[src/rtl/onehot_decoder_if.sv]
`default_nettype none
// ============================================================================
// Module   : onehot_decoder_if
// Brief    : Valid/ready bus bundle for the one-hot decoder (index in, one-hot out).
// Revision : 1.0 - initial release
// ============================================================================
interface onehot_decoder_if #(
    parameter int WIDTH     = 32,
    parameter int CNT_WIDTH = 8
);
    localparam int IDX_WIDTH = $clog2(WIDTH);

    logic                 iValid;
    logic                 oReady;
    logic [IDX_WIDTH-1:0] iData;
    logic                 oValid;
    logic                 iReady;
    logic [WIDTH-1:0]     oData;
    logic                 oErr;
    logic [CNT_WIDTH-1:0] oErrCount;

    modport master (
        output iValid, iData, iReady,
        input  oReady, oValid, oData, oErr, oErrCount
    );

    modport slave (
        input  iValid, iData, iReady,
        output oReady, oValid, oData, oErr, oErrCount
    );
endinterface
`default_nettype wire

[src/rtl/onehot_decoder.sv]
`default_nettype none
// ============================================================================
// Module   : onehot_decoder
// Brief    : Binary index to one-hot decoder behind a two-entry skid buffer.
// Revision : 1.0 - initial release
// ============================================================================
module onehot_decoder #(
    parameter int WIDTH     = 32,
    parameter int CNT_WIDTH = 8
) (
    input  wire logic       iClk,
    input  wire logic       iRst,
    onehot_decoder_if.slave bus
);
    localparam logic [CNT_WIDTH-1:0] c_cnt_max = '1;

    logic [31:0]          w_idx;
    logic                 w_dec_err;
    logic [WIDTH-1:0]     w_dec_data;
    logic                 w_accept;
    logic                 w_out_free;
    logic                 w_skid_valid_nxt;

    logic                 r_out_valid;
    logic [WIDTH-1:0]     r_out_data;
    logic                 r_out_err;
    logic                 r_skid_valid;
    logic [WIDTH-1:0]     r_skid_data;
    logic                 r_skid_err;
    logic                 r_ready;
    logic [CNT_WIDTH-1:0] r_err_cnt;

    assign w_idx = 32'(bus.iData);

    always_comb begin
        w_dec_err  = (w_idx >= 32'(WIDTH));
        w_dec_data = '0;
        for (int i = 0; i < WIDTH; i++) begin
            w_dec_data[i] = (w_idx == 32'(i));
        end
    end

    assign w_accept   = bus.iValid && r_ready;
    assign w_out_free = !r_out_valid || bus.iReady;
    // A free output stage always absorbs the skid entry or the new beat,
    // so the skid only holds data while the output register is stalled.
    assign w_skid_valid_nxt = w_out_free ? 1'b0 : (r_skid_valid || w_accept);

    always_ff @(posedge iClk) begin
        if (iRst) begin
            r_out_valid  <= 1'b0;
            r_out_data   <= '0;
            r_out_err    <= 1'b0;
            r_skid_valid <= 1'b0;
            r_skid_data  <= '0;
            r_skid_err   <= 1'b0;
            r_ready      <= 1'b0;
            r_err_cnt    <= '0;
        end else begin
            if (w_out_free) begin
                if (r_skid_valid) begin
                    r_out_valid <= 1'b1;
                    r_out_data  <= r_skid_data;
                    r_out_err   <= r_skid_err;
                end else if (w_accept) begin
                    r_out_valid <= 1'b1;
                    r_out_data  <= w_dec_data;
                    r_out_err   <= w_dec_err;
                end else begin
                    r_out_valid <= 1'b0;
                end
            end else if (w_accept) begin
                r_skid_data <= w_dec_data;
                r_skid_err  <= w_dec_err;
            end
            r_skid_valid <= w_skid_valid_nxt;
            r_ready      <= !w_skid_valid_nxt;
            if (w_accept && w_dec_err && (r_err_cnt != c_cnt_max)) begin
                r_err_cnt <= r_err_cnt + 1'b1;
            end
        end
    end

    assign bus.oReady    = r_ready;
    assign bus.oValid    = r_out_valid;
    assign bus.oData     = r_out_data;
    assign bus.oErr      = r_out_err;
    assign bus.oErrCount = r_err_cnt;
endmodule
`default_nettype wire

[src/flat_wrapper.sv]
// flat-port wrapper written by rule: the top's interface ports become plain ports
module onehot_decoder_flat 
#(
    parameter int WIDTH     = 32,
    parameter int CNT_WIDTH = 8
)
  (iClk, iRst, bus_iValid, bus_iData, bus_iReady, bus_oReady, bus_oValid, bus_oData, bus_oErr, bus_oErrCount);
  onehot_decoder_if #(.WIDTH(WIDTH), .CNT_WIDTH(CNT_WIDTH)) bus_i ();
  input  wire logic iClk;
  input  wire logic iRst;
  input wire logic [$bits(bus_i.iValid)-1:0] bus_iValid;
  input wire logic [$bits(bus_i.iData)-1:0] bus_iData;
  input wire logic [$bits(bus_i.iReady)-1:0] bus_iReady;
  output wire logic [$bits(bus_i.oReady)-1:0] bus_oReady;
  output wire logic [$bits(bus_i.oValid)-1:0] bus_oValid;
  output wire logic [$bits(bus_i.oData)-1:0] bus_oData;
  output wire logic [$bits(bus_i.oErr)-1:0] bus_oErr;
  output wire logic [$bits(bus_i.oErrCount)-1:0] bus_oErrCount;
  assign bus_i.iValid = bus_iValid;
  assign bus_i.iData = bus_iData;
  assign bus_i.iReady = bus_iReady;
  assign bus_oReady = bus_i.oReady;
  assign bus_oValid = bus_i.oValid;
  assign bus_oData = bus_i.oData;
  assign bus_oErr = bus_i.oErr;
  assign bus_oErrCount = bus_i.oErrCount;
  onehot_decoder #(.WIDTH(WIDTH), .CNT_WIDTH(CNT_WIDTH)) u_core (.iClk(iClk), .iRst(iRst), .bus(bus_i));
endmodule
[config.mk]
export PLATFORM = sky130hd
export DESIGN_NAME = onehot_decoder_flat
export DESIGN_NICKNAME = d
export VERILOG_FILES = /design/src/rtl/onehot_decoder_if.sv /design/src/rtl/onehot_decoder.sv /design/src/flat_wrapper.sv
export SDC_FILE = /design/constraint.sdc
export NUM_CORES = 1
export LEC_CHECK = 0
export CAP_MARGIN = 0
export CORE_ASPECT_RATIO = 0.9
export CORE_MARGIN = 4
export CORE_UTILIZATION = 45
export DETAILED_ROUTE_END_ITERATION = 10
export HOLD_SLACK_MARGIN = 0.02
export PLACE_DENSITY = 0.74
export SETUP_SLACK_MARGIN = 0.02
export SLEW_MARGIN = 20
export SYNTH_ARGS = -nofsm -noshare
export SYNTH_HDL_FRONTEND = slang
export SYNTH_SLANG_ARGS = --single-unit
[constraint.sdc]
create_clock -name iClk -period 1.5 [get_ports iClk]
set_input_delay 0.225 -clock iClk [delete_from_list [all_inputs] [get_ports iClk]]
set_output_delay 0.225 -clock iClk [all_outputs]
set_load 0.02 [all_outputs]
Word level (Yosys, flattened, before mapping)
Index checks and enable logic that the tools add are counted.

storage, ports and cells
  memories kept = 0
  register bits after elaboration = 77
  latch bits = 0
  memory bits (writable) = 0
  ROM bits = 0

cells by class
  $add $sub $neg = 1
  bitwise logic cells = 1
  divide/modulo/power cells = 0
  multiply operators = 0
  reductions and logical operators = 11
  shifts and indexed selects = 0
  $lt $le $gt $ge = 1
  equality and inequality tests = 32
  multiplexer cells = 7

operator list
  kind                                                                   number
  5-bit equality test, second input constant                             16
  32-bit 2-to-1 mux                                                      2
  5-bit by 4-bit equality test with 1-bit output, second input constant  8
  32-bit zero test                                                       1
  5-bit by 3-bit equality test with 1-bit output, second input constant  4
  5-bit by 2-bit equality test with 1-bit output, second input constant  2
  8-bit by 1-bit adder with 8-bit output, second input constant          1
  8-bit inequality test, second input constant                           1
  5-bit by 6-bit >= comparator with 1-bit output, second input constant  1
  5-bit by 1-bit equality test with 1-bit output, second input constant  1
  1-bit 2-to-1 mux                                                       5
  2-bit AND reduction                                                    2
  1-bit logical AND                                                      3
  1-bit zero test                                                        2
  1-bit logical OR                                                       2
  2-bit nonzero test                                                     1
  1-bit NOT                                                              1

Longest topological paths before layout
  word-level depth = 4
  depth in mapped cells = 6
  gate-level depth less buffers = 3

Worst setup path before layout
Ideal clock, no wire load.

  path type = reg-to-reg
  start point = reg u_core.r_ready, in the netlist u_core.bus.oReady
  end point = reg u_core.r_skid_data[4]
  cell stages (with the launch flop) = 5
  required time = 1.440 ns
  arrival time = 1.353 ns
  clock period less this slack = 1.413 ns
  setup time = 0.060 ns
  path buffers = 1
  setup slack = 0.087 ns
  path through = dfxtp_1 nand2_1 nor4_4 buf_4 a22o_1

on the way
  cells in the longest elaborated chain, start to end = 2

RTL lines
  what                                  RTL line              source
  start, declared                       onehot_decoder.sv:30  logic r_ready;
  start signal, assigned                onehot_decoder.sv:77  r_ready <= !w_skid_valid_nxt;
  1-bit logical AND                     onehot_decoder.sv:43  assign w_accept = bus.iValid && r_ready;
  2-bit AND reduction (no source line)  --
  end signal, assigned                  onehot_decoder.sv:73  r_skid_data <= w_dec_data;
  end, declared                         onehot_decoder.sv:28  logic [WIDTH-1:0] r_skid_data;

Every way passes these cells.
A chain may end at the register's enable or synchronous reset.

Worst setup path in the final report
  start point = in bus_iData[1]
  end point = reg u_core.r_out_data[13], in the netlist u_core.bus.oData[13]

on the way
  cells in the longest elaborated chain, start to end = 3

RTL lines
  what                                            RTL line              source
  start, declared                                 flat_wrapper.sv:12    input wire logic [$bits(bus_i.iData)-1:0] bus_iData;
  5-bit by 4-bit equality test with 1-bit output  onehot_decoder.sv:39  w_dec_data[i] = (w_idx == 32'(i));
  32-bit 2-to-1 mux                               onehot_decoder.sv:65  end else if (w_accept) begin
  32-bit 2-to-1 mux                               onehot_decoder.sv:61  if (r_skid_valid) begin
  end signal, assigned                            onehot_decoder.sv:63  r_out_data <= r_skid_data;
  end signal, assigned                            onehot_decoder.sv:67  r_out_data <= w_dec_data;
  end, declared                                   onehot_decoder.sv:25  logic [WIDTH-1:0] r_out_data;

Every way passes these cells. The select of a mux whose other input is x is not followed.

==> results.json <==
{
  "run_status": "finished, final reports clean",
  "fp.dieH_um": 84.1,
  "synthFlopType": "dfxtp_1",
  "cp.arrival_ns": 1.57,
  "hold_path_class": "reg -> reg",
  "yosysSeqAreaShare_pct": 46.3,
  "portBuffers": 42,
  "postRouteAntennaNets": 0,
  "grt_usage_pct": 19.5,
  "avgViaCountPerCell": 5.72,
  "critPathRequiredTime_ns": 1.71,
  "finalCritPeriodShare_pct": 90.6,
  "grt_max_degree": 36,
  "grt_pass1_vias": 2334,
  "die-area_um2": 7790,
  "grt_antenna_before_repair": 0,
  "power_mw": 3.97,
  "cts_tree": "built",
  "crit_fanout": 15,
  "floorplan.rows": 27,
  "r2r-start": "u_core.bus.oValid$_SDFFE_PP0P_",
  "drive_above_1_share_pct": 23.9,
  "rsz0062_at_grt": "no",
  "clk_pin_slew_ns": 0.07,
  "yosys_register_bits": 67,
  "reg2reg_slack_ns": 0.14,
  "setup_viol": 0,
  "cp-end-kind": "flip-flop",
  "cp-start-kind": "input port",
  "grt_overflow": 0,
  "yosys.cell_types.count": 28,
  "routed_wl_mm": 7.34,
  "syn_inst": 267,
  "syn_to_final_growth_pct": 30.5,
  "synth_most_common_cell": "dfxtp_1",
  "dr.pass1.iters": 4,
  "synth_edf_count": 0,
  "maxCapViolCount": 0,
  "instances_no_fill": 417,
  "reg2reg_depth": 4,
  "synth_warnings": 0,
  "avgRoutedWirePerCell_um": 17.6,
  "synthArstFlopShare_pct": 0,
  "synth_top_cell_area_share_pct": 46.3,
  "grtUsageMet2_pct": 30.7,
  "hold_violations": 0,
  "holdWs_ns": 0.484,
  "post_cts_buffers": 0,
  "final_util_pct": 61.2,
  "netlist_area_um2": 2900,
  "synthTopCellsByCount": "67 x dfxtp_1, 35 x a21oi_1, 32 x a22o_1, 32 x a22oi_1, 20 x a211oi_1",
  "core_area_um2": 6180,
  "cts_root_buf": "clkbuf_8",
  "postCtsHoldBufs": 0,
  "r2r_end": "u_core.r_skid_data[30]$_SDFFE_PP0P_",
  "antenna-diode-count": 0,
  "ios": 52,
  "nets": 336,
  "vias": 2386,
  "grt_pass1_wl_mm": 12.0,
  "cts-buffers-inserted": 9,
  "syn_area_per_cell_um2": 10.9,
  "top_usage_layer": "met2",
  "post-place-cells": 403,
  "skew_ns": 0.00653,
  "clock_sinks": 67,
  "die_w_um": 92.6,
  "h-tree-depth": 3,
  "synthTopCellsByArea": "dfxtp_1 46%, a22o_1 9.7%, a22oi_1 8.3%, a21oi_1 6.0%, a211oi_1 5.2%",
  "endpoint": "u_core.bus.oData[13]$_SDFFE_PP0P_",
  "critical_path.startpoint": "bus_iData[1]",
  "route.detailed.drc": 0,
  "worstSetupPathType": "in -> reg",
  "clock_latency_ns": 0.34,
  "grtUsageMet1_pct": 26.4,
  "power_leakage_nw": 1.50,
  "p_per_area_nw_per_um2": 1050,
  "initial_core_util_pct": 46.9,
  "ir_drop_mv": 0.550,
  "slew_viol_final": 0,
  "grt.met3_usage_pct": 4.57,
  "yosysTopAreaCell": "dfxtp_1",
  "dp_hpwl_mm": 4.96,
  "min_period_ns": 1.36,
  "max_freq_mhz": 736,
  "place.gp.congestion": 0.779,
  "drt_first_iter_violations": 172,
  "clockBufferDepth": 2
}
## flip-flops by register name, summed over array words and instances, names as in the netlist
register             flops
u_core.r_skid_data      32
u_core.bus.oValid        1
u_core.bus.oData        32
u_core.r_skid_valid      1
u_core.bus.oReady        1
## critical path, stage by stage
cell and delay, ns:
clkdlybuf4s50_1 0.48, buf_4 0.23, and4b_1 0.28, a22oi_1 0.24, a211oi_1 0.11
## layer usage
metal	vias up	routed length [um]
li1	1152	-
met3	8	378
met1	1161	3300
met5	-	0
met4	0	79
met2	65	3580
## worst min-delay path by stage
stage	cells after the start	endpoint	startpoint	slack [ns]
floorplan	2	u_core.bus.oReady$_SDFF_PP0_	bus_iReady	0.41
global placement	1	u_core.r_skid_data[13]$_SDFFE_PP0P_	u_core.r_skid_data[13]$_SDFFE_PP0P_	0.46
detailed placement	1	u_core.r_skid_data[9]$_SDFFE_PP0P_	u_core.r_skid_data[9]$_SDFFE_PP0P_	0.47
CTS	1	u_core.r_skid_data[25]$_SDFFE_PP0P_	u_core.r_skid_data[25]$_SDFFE_PP0P_	0.48
global route	1	u_core.r_skid_data[10]$_SDFFE_PP0P_	u_core.r_skid_data[10]$_SDFFE_PP0P_	0.50
finish	1	u_core.r_skid_data[25]$_SDFFE_PP0P_	u_core.r_skid_data[25]$_SDFFE_PP0P_	0.48
## area by class of cell
| cell class | instances | area [um^2] |
|---|---|---|
| Fill cell | 540 | 2400 |
| Multi-Input combinational cell | 169 | 1390 |
| Sequential cell | 67 | 1340 |
| Timing Repair Buffer | 80 | 741 |
| Clock buffer | 12 | 165 |
| Tap cell | 87 | 109 |
| Clock inverter | 2 | 35.0 |
## stage by stage
step / setup slack, ns / area, um^2 / TNS, ns
2_1_floorplan: 0.0873 / 2930 / 0
3_3_place_gp: -0.304 / 3590 / -8.28
3_5_place_dp: -0.349 / 3590 / -11.24
4_1_cts: 0.0212 / 3760 / 0
5_1_grt: 0.0350 / 3780 / 0
6_report: 0.140 / 3780 / 0
## cell usage in the layout (no fill, tap or decap), types with 6 or more instances in the layout
master	instances
conb_1	9
dlygate4sd2_1	34
a211oi_1	19
buf_12	6
clkdlybuf4s50_1	7
a21oi_1	35
a211oi_2	13
buf_4	32
a22oi_1	32
dfxtp_1	67
a22o_1	32
clkbuf_8	12
## cells by family (layout without fill, tap and decap cells)
| kind of cell | after synthesis | count (layout) | share of synthesized area (%) |
|---|---|---|---|
| DFF | 67 | 67 | 46.3 |
| AOI/OAI and AO/OA | 133 | 133 | 35.0 |
| buffers and inverters | 39 | 94 | 7.94 |
| and+or+nand+nor | 27 | 27 | 10.6 |
| other | 1 | 9 | 0.129 |
## report_power, final
part | internal [mW] | switching [mW] | total (mW)
combinational | 0.233 | 0.342 | 0.575
clock | 0.883 | 0.642 | 1.52
sequential | 1.84 | 0.0328 | 1.87
total | 2.96 | 1.02 | 3.97
## repair_timing
item | 4_1_cts | 5_1_grt
gates resized for setup | 35 | 4
pin swaps | 0 | 0
cloned | 0 | 0
setup endpoints to repair | 35 | 9
Note: power is estimated with default switching activity, not from simulation.
